### src/rtl/arb_pkg.sv
// arb_pkg: shared constants and types for the 4-way bus arbiter.
package arb_pkg;
  localparam int NREQ = 4;
  typedef enum logic {IDLE, OWN} state_t;
  typedef logic [1:0] idx_t;
endpackage

### src/rtl/rr_pick4.sv
// rr_pick4: combinational round-robin picker, first active request at or after ptr.
module rr_pick4
  import arb_pkg::*;
(
  input  logic [NREQ-1:0] req,
  input  idx_t            ptr,
  output logic            valid,
  output idx_t            idx
);
  // Scan from farthest to nearest so the nearest active request overwrites the rest.
  always_comb begin
    valid = 1'b0;
    idx = ptr;
    for (int i = NREQ - 1; i >= 0; i--)
      if (req[idx_t'(ptr + idx_t'(i))]) begin
        valid = 1'b1;
        idx = idx_t'(ptr + idx_t'(i));
      end
  end
endmodule

### src/rtl/bus_arbiter4.sv
// bus_arbiter4: 4-requester round-robin arbiter with registered one-hot grant.
// Define ARB_TIMEOUT_EN to bound ownership to HOLD_MAX cycles with a timeout pulse.
module bus_arbiter4
  import arb_pkg::*;
#(
  parameter int HOLD_MAX = 16,
  parameter int CNT_W    = 8
) (
  input  logic            clk,
  input  logic            rst_n,
  input  logic [NREQ-1:0] req,
  input  logic            done,
  output logic [NREQ-1:0] gnt,
  output idx_t            sel,
  output logic            busy,
  output logic            timeout
);
  state_t state_q, state_d;
  logic [NREQ-1:0] gnt_q, gnt_d;
  idx_t sel_q, sel_d, ptr_q, ptr_d, pick_idx;
  logic pick_valid, rel, lim;
  rr_pick4 u_pick (.req(req), .ptr(ptr_q), .valid(pick_valid), .idx(pick_idx));
  assign rel = done | ~req[sel_q];
`ifdef ARB_TIMEOUT_EN
  logic [CNT_W-1:0] cnt_q, cnt_d;
  logic to_q, to_d;
  assign lim = (state_q == OWN) && (cnt_q == CNT_W'(HOLD_MAX - 1));
  // A normal release on the limit edge takes precedence over the forced one.
  always_comb begin
    cnt_d = (state_q == OWN) ? cnt_q + 1'b1 : '0;
    to_d = lim & ~rel;
  end
  always_ff @(posedge clk) begin
    if (!rst_n) begin
      cnt_q <= '0;
      to_q <= 1'b0;
    end else begin
      cnt_q <= cnt_d;
      to_q <= to_d;
    end
  end
  assign timeout = to_q;
`else
  logic unused_cfg;
  assign unused_cfg = ^{HOLD_MAX, CNT_W};
  assign lim = 1'b0;
  assign timeout = 1'b0;
`endif
  always_comb begin
    state_d = state_q;
    gnt_d = gnt_q;
    sel_d = sel_q;
    ptr_d = ptr_q;
    if (state_q == IDLE) begin
      if (pick_valid) begin
        state_d = OWN;
        gnt_d = NREQ'(1) << pick_idx;
        sel_d = pick_idx;
        ptr_d = pick_idx + 2'd1;
      end
    end else if (rel | lim) begin
      state_d = IDLE;
      gnt_d = '0;
    end
  end
  always_ff @(posedge clk) begin
    if (!rst_n) begin
      state_q <= IDLE;
      gnt_q <= '0;
      sel_q <= '0;
      ptr_q <= '0;
    end else begin
      state_q <= state_d;
      gnt_q <= gnt_d;
      sel_q <= sel_d;
      ptr_q <= ptr_d;
    end
  end
  assign gnt = gnt_q;
  assign sel = sel_q;
  assign busy = |gnt_q;
endmodule

### config.mk
export PLATFORM = sky130hd
export DESIGN_NAME = bus_arbiter4
export DESIGN_NICKNAME = d
export VERILOG_FILES = /design/src/rtl/arb_pkg.sv /design/src/rtl/rr_pick4.sv /design/src/rtl/bus_arbiter4.sv
export SDC_FILE = /design/constraint.sdc
export NUM_CORES = 1
export LEC_CHECK = 0
export ABC_AREA = 1
export BUFFER_PORTS_ARGS = -buffer_cell sky130_fd_sc_hd__buf_2
export CORE_UTILIZATION = 46
export DETAILED_ROUTE_END_ITERATION = 8
export PLACE_DENSITY = 0.72
export SLEW_MARGIN = 10
export SYNTH_ARGS = -nofsm -noshare
export SYNTH_HDL_FRONTEND = slang
export SYNTH_HIERARCHICAL = 1
export SYNTH_SLANG_ARGS = --single-unit
### constraint.sdc
create_clock -name clk -period 1.65 [get_ports clk]
set_clock_uncertainty 0.1 [all_clocks]
set_input_delay 0.0825 -clock clk [delete_from_list [all_inputs] [get_ports clk]]
set_output_delay 0.0825 -clock clk [all_outputs]
set_load 0.005 [all_outputs]
==> results of run 1 <==
==> path summary, 6_finish.rpt <==
check	from	to	slack (ns)
worst max-delay path	ptr_q[0]$_SDFFE_PN0P_	gnt[1]$_SDFFE_PN0P_	-0.15
worst max register to register	ptr_q[0]$_SDFFE_PN0P_	gnt[1]$_SDFFE_PN0P_	-0.15
worst min register to register	gnt[1]$_SDFFE_PN0P_	gnt[1]$_SDFFE_PN0P_	0.38
worst min-delay path	done	state_q$_SDFF_PN0_	0.04
==> cell families (layout without fill, tap and decap cells) <==
| kind of cell | count (synthesis) | after routing | share of synthesized area [%] |
|---|---|---|---|
| adder cells (fa/ha/maj) | 4 | 4 | 7.26 |
| AO/OA/AOI/OAI | 14 | 14 | 11.3 |
| flip-flops | 9 | 9 | 26.1 |
| buffers and inverters | 22 | 49 | 14.0 |
| other | 1 | 1 | 0.544 |
| AND/OR/NAND/NOR | 61 | 61 | 40.8 |
==> power breakdown <==
group / leakage [nW] / internal, mW / total (mW) / switching [mW]
sequential: 0.0754 / 0.312 / 0.408 / 0.0965
combinational: 0.460 / 0.842 / 1.89 / 1.04
clock: 0.0177 / 0.0897 / 0.173 / 0.0834
total: 0.553 / 1.24 / 2.47 / 1.22
==> what timing repair did <==
action / in CTS / in global routing
pin swaps: 17 / 17
buffers inserted: 6 / 0
gates cloned: 0 / 0
endpoints found under the setup margin: 8 / 9
gates resized for setup: 24 / 41
hold buffers: 1 / 0
endpoints found under the hold margin: 2 / 0
==> worst max-delay path: cells and delay by family (launching register included) <==
kind / cells / cell delay [ns]
and+or+nand+nor: 5 / 0.30
DFF: 1 / 0.37
adders and majority gates: 1 / 0.14
AOI/OAI and AO/OA: 3 / 0.41
buffers and inverters: 3 / 0.36
==> layout make-up <==
class	count	area share, %
multi-input cells	80	54.4
repair buffers	25	16.8
inverters	20	7.51
clock buffers	3	2.05
well taps	15	1.71
clock inverters	1	0.455
flip-flops and latches	9	17.1
==> cell usage in the layout (no fill, tap or decap), types with 4 or more instances in the layout <==
cell type	instances
sky130_fd_sc_hd__buf_6	4
sky130_fd_sc_hd__nand2_2	19
sky130_fd_sc_hd__ha_4	4
sky130_fd_sc_hd__nand2_1	20
sky130_fd_sc_hd__buf_2	13
sky130_fd_sc_hd__inv_2	7
sky130_fd_sc_hd__inv_1	10
sky130_fd_sc_hd__nand2_4	5
sky130_fd_sc_hd__a21oi_1	4
sky130_fd_sc_hd__buf_4	6
sky130_fd_sc_hd__nand3_2	6
sky130_fd_sc_hd__dfxtp_1	7
==> metal layers <==
layer | vias up | routed length, um | global-route usage [%] | part of all wire [%]
li1 | 394 | - | - | -
met1 | 388 | 862 | 29.0 | 40
met2 | 41 | 1160 | 40.1 | 53
met3 | 8 | 108 | 8.70 | 5.0
met4 | 0 | 51 | 9.17 | 2.3
met5 | - | 0 | 0 | 0
==> registers in the layout, summed over array words and instances (netlist names) <==
name and count:
gnt 4, ptr_q 2, sel 2, state_q 1
==> cells in the mapped netlist (all sizes together) <==
cell type  number  share of area [%]
a211oi          1                1.1
a21boi          1                1.1
a21oi           7                5.1
buf             2                2.7
conb            1               0.54
dfxtp           9                 26
ha              4                7.3
inv            20                 11
nand2          44                 25
nand3           9                9.4
nor2            7                5.6
o21ai           4                2.9
o21bai          1                1.1
or4             1                1.1
==> metrics.txt, run 1 <==
Util after Layout=between 80% and 90%; f_max=0.555 GHz; Synth Warn #=6; Worst path most repeated cell=sky130_fd_sc_hd__nand2_4; slowest cell on the critical path=sky130_fd_sc_hd__dfxtp_4; worst-path maximum fanout=5; final setup fails=8; Total Wirelength=2.18 mm; post-layout instance count excluding filler cells=153; Final Hold Fails=0; final period demand of the worst path=1.80 ns; critical path data arrival time=1.85 ns; number of maximum-capacitance violations=0; Register Area=188 um^2; run status=finished, violations left; post-CTS clock slew at the launch and capture registers of the worst setup and hold paths=0.06 ns; total power=2.47 mW; hold path cells=4; Synth Instances=111; overflow left after global routing=0; post-synthesis average cell area=6.21 um^2; deepest level of the CTS H-tree=1; I/O pin total=15; count of input and output buffers=13; antenna-violating nets left=0; clock sink count=9; Hold Worst Slack=0.0364 ns; pin count of the biggest net entering global routing=8; Static Leakage=approximately 0.55 nW; area of all placed cells without fillers=between 1000 and 1500 um^2; global-route wire length before repair=2.64 mm; Yosys reg bits=9; Max Root-Sink Buffers=2; drt pass-1 iters=7; Max IR drop VDD=around 1300 uV; total negative slack for setup checks=-0.747 ns; initial core utilization=51.1%; power per cell area=2240 nW/um^2; cell area after technology mapping=689 um^2; Placer Congestion=0.836; setup repair after global routing missed its margin=true; DRC marker count from the first detailed-route iteration=18; clock root buffer master=sky130_fd_sc_hd__clkbuf_4; combined global-route utilization of all metal layers=24.5%; number of distinct standard cells referenced by the synthesized netlist=22; number of filler instances in the final layout=85; multi-input combinational cell area=598 um^2; ordered list of cells on the worst path=buf_6, nand2_4, nand2_4, nand2_4, nand2_2, o21bai_4, a21boi_2, inv_2, buf_6, ha_4, nand2_1, a21oi_1; clock latency of the later-clocked register in the worst-skew pair=0.27 ns; antenna violations before repair=0; HPWL after detailed placement=between 1 and 1.5 mm; syn nets=between 100 and 150; kind of critical path=flip-flop to flip-flop; Core Box Area=1350 um^2; area grow syn2layout=59.5%; Setup crit end kind=flip-flop; critical path's largest stage delay=0.37 ns; Hold/Removal Path Class=input port to flip-flop; die outline height=a little over 40 um; Avg Vias per Cell=5.43; number of buffers created by CTS=3; via count of the first global-routing pass=618; share of the clock period used by the worst path after layout=109%; failing checks=setup timing; register area share after synthesis=26.1%; Worst EP required=1.70 ns; number of cell rows=13; Die Footprint=between 1500 and 2000 um^2; crit start category=flip-flop; number of slew-limit violations in the final report=0; CTS tree=built; setup slack after layout=-0.150 ns; number of cells on the worst reg-to-reg path=12; Antenna Diode Count=0; ratio of cells with drive above 1 in the final layout=62.3%; pre-CTS setup slack=-0.238 ns; cell area after placement=801 um^2; total via count after detailed routing=a little over 800; horizontal extent of the die=between 40 and 50 um; Routed wire per std cell=14.3 um; final net count=150; DRC violations left=0; placed instance count=143
Power figures use the tool's default switching activity.
==> run 2, diff against run 1 <==
CORE_UTILIZATION = 47   (was 46)
SYNTH_HIERARCHICAL = not set   (was 1)
==> metrics.txt, run 2 <==
proportion of synthesized flip-flops having asynchronous set or reset=0%; number of slew-limit violations in the final report=0; share of the clock period used by the worst path after layout=101%; max FFs per register=4; total via count after detailed routing=around 790; clock latency of the later-clocked register in the worst-skew pair=0.26 ns; Final Hold Fails=0; worst r2r dst=ptr_q[1]$_SDFFE_PN0P_; Routed wire per std cell=approximately 13 um; DRC violations left=0; final net count=141; HPWL after detailed placement=1.20 mm; post-CTS clock slew at the launch and capture registers of the worst setup and hold paths=0.06 ns; Register Area=188 um^2; ranking of synthesized cells by instance count=sky130_fd_sc_hd__nand2_1, sky130_fd_sc_hd__nand2_2, sky130_fd_sc_hd__inv_1, sky130_fd_sc_hd__nand3_1, sky130_fd_sc_hd__dfxtp_1; Synth Warn #=0; Setup crit end kind=flip-flop; power per cell area=between 1500 and 2000 nW/um^2; DRC marker count from the first detailed-route iteration=28; leading cell types by total area after synthesis=sky130_fd_sc_hd__dfxtp_1, sky130_fd_sc_hd__nand2_1, sky130_fd_sc_hd__nand2_2; most frequent cells in the layout=sky130_fd_sc_hd__nand2_1, sky130_fd_sc_hd__nand2_4, sky130_fd_sc_hd__nand2_2, sky130_fd_sc_hd__buf_2, sky130_fd_sc_hd__inv_1; Util after Layout=71.3%; register-to-register setup slack=-0.02 ns; post-synthesis average cell area=~7 um^2; Synth Instances=108; critical path data arrival time=1.71 ns; Yosys reg bits=9; EDFF count, synth=0; ratio of cells with drive above 1 in the final layout=54.9%; Worst EP required=1.70 ns; number of buffers created by CTS=3; clock sink count=9; f_max=approximately 0.60 GHz; number of filler instances in the final layout=between 100 and 150; Max Root-Sink Buffers=2; Avg Vias per Cell=between 5 and 6; die outline height=42.2 um; global-route wire length before repair=2.73 mm; drt pass-1 iters=4; antenna violations before repair=0; slowest cell on the critical path=sky130_fd_sc_hd__dfxtp_4; number of cells on the worst reg-to-reg path=13; worst r2r src=ptr_q[0]$_SDFFE_PN0P_; Die Footprint=1780 um^2; crit start category=flip-flop; worst-path maximum fanout=8; leading cell type in the layout, fill and taps excluded=sky130_fd_sc_hd__nand2_1; I/O pin total=15; Worst path most repeated cell=sky130_fd_sc_hd__nand2_4; setup repair after global routing missed its margin=true; area grow syn2layout=41.5%; number of maximum-capacitance violations=0; library cell occupying the most area in the post-synthesis netlist=sky130_fd_sc_hd__dfxtp_1; kind of critical path=flip-flop to flip-flop; CTS tree=built; via count of the first global-routing pass=a little under 700; Total Wirelength=1.98 mm; initial core utilization=between 50% and 60%; horizontal extent of the die=42.2 um; count of input and output buffers=13; register area share after synthesis=23.7%; ordered list of cells on the worst path=inv_8, nand2_4, nand2_2, nand2_2, nand2_4, nor2_8, nand2_4, nand2_4, nor2_2, nand2_1, nand2_1, nor2_1, nor2_1; number of cell rows=14; Placer Congestion=0.840; antenna-violating nets left=0; Max IR drop VDD=1020 uV; failing checks=setup timing; combined global-route utilization of all metal layers=19.3%; dominant cell by count in the synthesized netlist=sky130_fd_sc_hd__nand2_1; clock root buffer master=sky130_fd_sc_hd__clkbuf_4; run status=finished, violations left; critical path's largest stage delay=0.43 ns; overflow left after global routing=0; syn nets=115; Synth top area share=approximately a quarter; hold path cells=4; multi-input combinational cell area=around 630 um^2; capture endpoint of the worst hold path=state_q$_SDFF_PN0_; final period demand of the worst path=1.67 ns; deepest level of the CTS H-tree=1; startpoint of the lowest-slack hold path=done; cell area after technology mapping=759 um^2; total power=approximately 2.1 mW; setup slack after layout=-0.0172 ns; Hold/Removal Path Class=input port to flip-flop; final setup fails=1; flip-flop cell with the highest count after synthesis=sky130_fd_sc_hd__dfxtp_1; Antenna Diode Count=0; Core Box Area=1510 um^2; pre-CTS setup slack=-0.0267 ns; number of distinct standard cells referenced by the synthesized netlist=22; pin count of the biggest net entering global routing=10; Static Leakage=0.553 nW
-- run 2: cell count changes in the layout (fill, tap and decap cells not counted), sizes merged, moves of 2 or more --
cell / change
buf: -2
nand2: +2
o211ai: +3
nand3: +3
inv: -6
ha: -4
-- run 2: repair_timing --
item	4_1_cts	5_1_grt
hold endpoints to repair	1	0
resized for setup	11	24
hold buffers	1	0
setup buffers	0	6
setup endpoints to repair	3	8
pin swaps	8	19
cloned	0	0
-- run 2: cell families (layout without fill, tap and decap cells) --
group,Yosys count,in the layout,synth area share (%)
DFF,9,9,23.7
other,1,1,0.494
AOI/OAI and AO/OA,14,14,12.5
buffers and inverters,17,42,10.9
and+or+nand+nor,67,67,52.4
-- run 2: worst max-delay path by stage --
stage,from,to,cells past startpoint
after floorplan,ptr_q[0]$_SDFFE_PN0P_,ptr_q[1]$_SDFFE_PN0P_,13
after global placement,ptr_q[1]$_SDFFE_PN0P_,ptr_q[1]$_SDFFE_PN0P_,13
after detailed placement,ptr_q[0]$_SDFFE_PN0P_,ptr_q[1]$_SDFFE_PN0P_,12
after CTS,ptr_q[0]$_SDFFE_PN0P_,ptr_q[1]$_SDFFE_PN0P_,13
after global routing,ptr_q[0]$_SDFFE_PN0P_,ptr_q[1]$_SDFFE_PN0P_,13
final,ptr_q[0]$_SDFFE_PN0P_,ptr_q[1]$_SDFFE_PN0P_,13
-- run 2: power breakdown --
| group | internal (mW) | switching [mW] |
|---|---|---|
| registers | 0.307 | 0.110 |
| logic | 0.628 | 0.890 |
| clock network | 0.0931 | 0.0761 |
| total | 1.03 | 1.08 |
-- run 2: critical path, delay by kind of cell (launching register included) --
family	cells	cell delay, ns
buffers and inverters	1	0.07
DFF	1	0.43
and+or+nand+nor	12	0.95
-- run 2: area by class of cell --
class                   instances  share of cell area [%]
clock buffers                   4                    2.44
inverters                      15                    6.17
multi-input cells              82                    58.8
flip-flops and latches          9                    17.5
well taps                      16                    1.86
repair buffers                 23                    13.3
-- run 2: per-stage QoR --
stage | TNS (ns) | hold WS, ns | cell area (um^2) | std cells
after floorplan | 0 | 0.0801 | 759 | 108
after global placement | -0.0150 | 0.243 | 868 | 139
after detailed placement | -0.0373 | 0.252 | 868 | 139
after CTS | 0 | 0.0810 | 925 | 143
after global routing | -0.726 | 0.154 | 1070 | 149
final | -0.0172 | 0.0759 | 1070 | 149
-- run 2: per-layer routing --
layer  vias to the layer above  track usage [%]  wire (um)
met5                         -                0          0
met2                        30             32.3       1000
met3                         4             5.17         95
met1                       368             25.8        858
li1                        389                -          -
met4                         0             1.88         23
